--- src/rtl/pipe_front_ctrl.sv ---
// Front-end pipeline controller: PC register, IF/ID register, and the EX-stage
// hazard feedback (flag/rd/ex_kill) plus saturating stall/flush event counters.
module pipe_front_ctrl #(
    parameter logic [31:0] RESET_PC = 32'h0000_0000,
    parameter int          CNT_W    = 16
) (
    input  logic             clk,
    input  logic             rst,
    input  logic [31:0]      if_ins,
    input  logic             flush,
    input  logic             bubble,
    input  logic             pc_en,
    input  logic [1:0]       tag,
    output logic [31:0]      pc,
    output logic [31:0]      id_ins,
    output logic [31:0]      id_pc,
    output logic [1:0]       flag,
    output logic [4:0]       rd,
    output logic             ex_kill,
    output logic [CNT_W-1:0] stall_cnt,
    output logic [CNT_W-1:0] flush_cnt
);

    localparam logic [1:0]       TAG_LOAD   = 2'd1;
    localparam logic [1:0]       TAG_BRANCH = 2'd2;
    localparam logic [1:0]       TAG_JUMP   = 2'd3;
    localparam logic [CNT_W-1:0] CNT_MAX    = '1;

    logic [31:0] pc4;
    logic [31:0] br_off;
    logic [31:0] bt;
    logic [31:0] jt;
    logic [31:0] pc_nxt;
    logic [31:0] id_ins_nxt;
    logic [31:0] id_pc_nxt;
    logic [1:0]  flag_nxt;
    logic [4:0]  rd_nxt;
    logic        ex_kill_nxt;
    logic        flush_eff;

    // Redirect targets are relative to the instruction sitting in ID.
    assign pc4    = id_pc + 32'd4;
    assign br_off = {{14{id_ins[15]}}, id_ins[15:0], 2'b00};
    assign bt     = pc4 + br_off;
    assign jt     = {pc4[31:28], id_ins[25:0], 2'b00};

    // A stall masks a simultaneous flush; it is re-issued once the stall drops.
    assign flush_eff = pc_en & ~flush;

    always_comb begin
        pc_nxt = pc;
        if (pc_en) begin
            case (tag)
                TAG_JUMP:   pc_nxt = jt;
                TAG_BRANCH: pc_nxt = bt;
                default:    pc_nxt = pc + 32'd4;
            endcase
        end
    end

    always_comb begin
        id_ins_nxt = id_ins;
        id_pc_nxt  = id_pc;
        if (pc_en) begin
            id_ins_nxt = flush ? if_ins : 32'h0000_0000;
            id_pc_nxt  = pc;
        end
    end

    always_comb begin
        flag_nxt    = 2'd0;
        rd_nxt      = 5'd0;
        ex_kill_nxt = 1'b1;
        if (bubble) begin
            flag_nxt    = tag;
            ex_kill_nxt = 1'b0;
            if (tag == TAG_LOAD) begin
                rd_nxt = id_ins[20:16];
            end
        end
    end

    always_ff @(posedge clk) begin
        if (rst) begin
            pc      <= RESET_PC;
            id_ins  <= 32'h0000_0000;
            id_pc   <= 32'h0000_0000;
            flag    <= 2'd0;
            rd      <= 5'd0;
            ex_kill <= 1'b1;
        end else begin
            pc      <= pc_nxt;
            id_ins  <= id_ins_nxt;
            id_pc   <= id_pc_nxt;
            flag    <= flag_nxt;
            rd      <= rd_nxt;
            ex_kill <= ex_kill_nxt;
        end
    end

    always_ff @(posedge clk) begin
        if (rst) begin
            stall_cnt <= '0;
            flush_cnt <= '0;
        end else begin
            if (!pc_en && stall_cnt != CNT_MAX) begin
                stall_cnt <= stall_cnt + 1'b1;
            end
            if (flush_eff && flush_cnt != CNT_MAX) begin
                flush_cnt <= flush_cnt + 1'b1;
            end
        end
    end

endmodule

--- config.mk ---
export PLATFORM = sky130hd
export DESIGN_NAME = pipe_front_ctrl
export DESIGN_NICKNAME = d
export VERILOG_FILES = /design/src/rtl/pipe_front_ctrl.sv
export SDC_FILE = /design/constraint.sdc
export NUM_CORES = 1
export LEC_CHECK = 0
export CAP_MARGIN = 40
export CORE_MARGIN = 1
export CORE_UTILIZATION = 44
export CTS_BUF_LIST = sky130_fd_sc_hd__clkbuf_16
export CTS_CLUSTER_DIAMETER = 200
export DETAILED_ROUTE_END_ITERATION = 12
export PLACE_DENSITY = 0.8
export SETUP_SLACK_MARGIN = 0.3
export SLEW_MARGIN = 5
export SYNTH_ARGS = -nofsm -noshare
export SYNTH_HDL_FRONTEND = slang
export SYNTH_SLANG_ARGS = --single-unit
--- constraint.sdc ---
create_clock -name clk -period 3.38 [get_ports clk]
set_input_delay 0.507 -clock clk [delete_from_list [all_inputs] [get_ports clk]]
set_output_delay 0.507 -clock clk [all_outputs]
set_load 0.03 [all_outputs]
==> qor.yml <==
timing:
  max_freq_mhz: 309
  finalSetupViolCount: 0
  fin_crit_sh_pct: 95.8
  worst_pin_slew_ns: 0.850
  hold_viol: 0
  slew_violations: 0
  holdWs_ns: 0.506
  rsz0062_at_grt: "yes"
  fin_skew_ns: 0.0129
  relSlewSlack_pct: 43.3
  min_period_ns: 3.24
layout:
  drive_above_1_share_pct: 15.7
  layout_commonest_cell: "clkdlybuf4s50_1"
  nets: 1265
  layout_common_cells: "clkdlybuf4s50_1 (172), nor2_1 (145), dfxtp_1 (119), nand2_1 (76), buf_4 (66)"
  syn_to_final_growth_pct: 42.4
  antenna_cells: 0
  fill_cells: 1406
power_and_ir_drop:
  power.leakage_nw: 4.47
  ir_drop_mv: 0.359
  power_density_nw_per_um2: 376
  totalPowerFinal_mw: 4.27
detailed_routing:
  wl_per_cell_um: 19.1
  antenna_left: 0
  vias: 8441
  firstDrtPassIters: 6
  post-route-drc-count: 0
  routed_wl_um: 27100
  via_per_inst: 5.93
  dr.first_iter.drc_count: 688
yosys:
  synth_xor_area_share_pct: 10.2
  ys_types: 70
  synthSimpleGateAreaFrac_pct: 22.9
  syn_area_sq_um: 7970
  synth_area_per_cell_sq_um: 8.18
  syn-num-nets: 1053
  synthMuxAreaShare_pct: 4.27
  async_reset_ff_share_pct: 0
  syn-instance-count: 974
  synthDominantCellAreaShare_pct: 34.2
  ys_seq_area_share_pct: 34.2
  ys_ff_latch: 136
  synth_compound_area_share_pct: 18.9
  synthAdderAreaFrac_pct: 6.37
  ys.warnings.count: 0
  synth-edff-count: 0
  synth_flop_cell: "dfxtp_1"
  synth.largest_area_cell: "dfxtp_1"
  netlist_top_cells_area: "dfxtp_1 (34%), nor2_1 (6.9%), ha_1 (6.1%)"
  synth_top_family_by_area: "simple AND/OR/NAND/NOR gates"
placement:
  io_buffers: 174
  gp_congestion: 0.969
  dp_hpwl_um: 18600
worst_setup_path:
  slowest_stage: "fa_1"
  reg2reg_to: "pc[28]"
  max_stage_delay_ns: 0.43
  crit_end: "pc[28]"
  reg2reg_depth: 13
  r2r_slack_ns: 0.14
  cp_top_family: "compound AO/OA/AOI/OAI gates"
  cp_num_buf_inv: 3
  r2r_start: "id_pc[2]"
  setup.worst_path.class: "register to register"
  crit_path_cell_trace: "buf_4 > inv_1 > ha_1 > inv_1 > fa_1 > nand2b_4 > a21oi_2 > o2111ai_2 > a21oi_2 > nor2_2 > o41a_1 > or3_1 > a311oi_2"
  cp_data_required_time_ns: 3.72
  start_kind: "register"
  cp_num_cells: 13
  path_max_fanout: 5
  end_kind: "register"
  worstPathArrival_ns: 3.58
  crit_start: "id_pc[2]"
clock_tree:
  cts_buffers: 17
  htreeDepth: 4
  cts_sinks: 136
  postCtsHoldBufs: 0
  clk-insertion-delay-late_ns: 0.44
  cts_root_buffer: "clkbuf_16"
  cts_tree: "done"
  clk_path_buf_depth: 2
  clk_pin_slew_worst_paths_ns: 0.06
floorplan:
  die_w_um: 137
  ios: 175
  dieArea_sq_um: 18700
  start_util_pct: 45.6
  coreArea_sq_um: 17500
  die_h_um: 137
  num_rows: 48
job:
  cap_violations: 0
global_route:
  antenna_found_initial: 0
  grt_max_degree: 91
  grt_use_total_pct: 28.6
  grt_pass1_vias: 7725
  grt-ovfl-total: 0
  grt_pass1_wl_um: 41000
status:
  status: "complete, no violations"
worst_hold_path:
  min_path_cells: 2
  hp-class: "register to register"
## per-stage QoR
| stage | setup TNS (ns) | util (%) | worst slack, ns | instances | instance area (sq um) |
|---|---|---|---|---|---|
| after floorplan | 0 | - | 0.300 | 974 | 8050 |
| after global placement | 0 | 58.2 | 0.0437 | 1362 | 10200 |
| after detailed placement | 0 | 58.2 | 0.0228 | 1362 | 10200 |
| after CTS | 0 | 62.6 | 0.240 | 1407 | 10900 |
| after global routing | -0.0175 | 65.0 | -0.0155 | 1424 | 11400 |
| final | 0 | 65.0 | 0.142 | 1424 | 11400 |
## worst min path at each step
stage	from	endpoint	slack, ns
2_1_floorplan	id_pc[12]	id_pc[12]	0.54
3_3_place_gp	flush_cnt[5]	flush_cnt[5]	0.49
3_5_place_dp	flush_cnt[5]	flush_cnt[5]	0.49
4_1_cts	pc_en	pc[28]	0.50
5_1_grt	flush_cnt[5]	flush_cnt[5]	0.53
6_report	flush_cnt[5]	flush_cnt[5]	0.51
## where the power goes
part	leakage (nW)	switching [mW]	total (mW)	internal, mW
Clock	0.292	0.775	1.94	1.16
Combinational	3.06	0.345	0.607	0.262
Sequential	1.12	0.0744	1.72	1.65
Total	4.47	1.19	4.27	3.07
## final cells by class
| cell class | count | area [sq um] | share of cell area [%] |
|---|---|---|---|
| Multi-Input combinational cell | 771 | 5360 | 47.2 |
| Sequential cell | 136 | 2760 | 24.3 |
| Timing Repair Buffer | 242 | 2280 | 20.1 |
| Clock buffer | 17 | 425 | 3.75 |
| Tap cell | 225 | 282 | 2.48 |
| Clock inverter | 15 | 176 | 1.55 |
| Inverter | 18 | 67.6 | 0.595 |
## state kept, by name (all words and copies together), names as in the netlist
name       cells
stall_cnt     16
flush_cnt     16
id_pc         32
ex_kill        1
pc            32
id_ins        32
rd             5
flag           2
## routing by layer
metal | vias to the layer above | track usage [%] | share of wire, % | wire length, um
met2 | 379 | 46.6 | 47 | 12700
li1 | 3939 | - | - | -
met4 | 2 | 14.0 | 4.2 | 1150
met1 | 4031 | 36.1 | 42 | 11400
met3 | 90 | 5.26 | 6.9 | 1870
met5 | - | 0 | 0.14 | 37
## worst min-delay path: cells and delay by family (launching register included)
family	cells	cell delay (ns)
DFF	1	0.33
AOI/OAI and AO/OA	2	0.13
## kinds of logic after synthesis
logic type               after synthesis
adder cells (fa/ha/maj)               40
multiplexers                          34
XOR/XNOR                              93
AO/OA/AOI/OAI                        224
flip-flops                           136
AND/OR/NAND/NOR                      380
buffers and inverters                 67
## repair_timing
action,in CTS,in global routing
resized for setup,16,56
buffers inserted,13,17
pin swaps,27,35
cloned,0,0
setup endpoints to repair,14,18
hold endpoints to repair,0,0
## synth_stat cells, drive strengths merged, types with 5 or more instances
cell type	n
clkbuf	40
nand2	80
nand4	25
a221o	5
and3	16
and2	11
inv	16
a21oi	61
a21o	10
nor2	147
o21bai	5
xor2	51
ha	39
o21ai	39
and4	12
dfxtp	136
mux2i	34
nand2b	6
nand3	37
nor4	6
o211ai	9
xnor2	42
nor3	24
a211oi	16
buf	9
a22oi	38
Power figures use the tool's default switching activity.
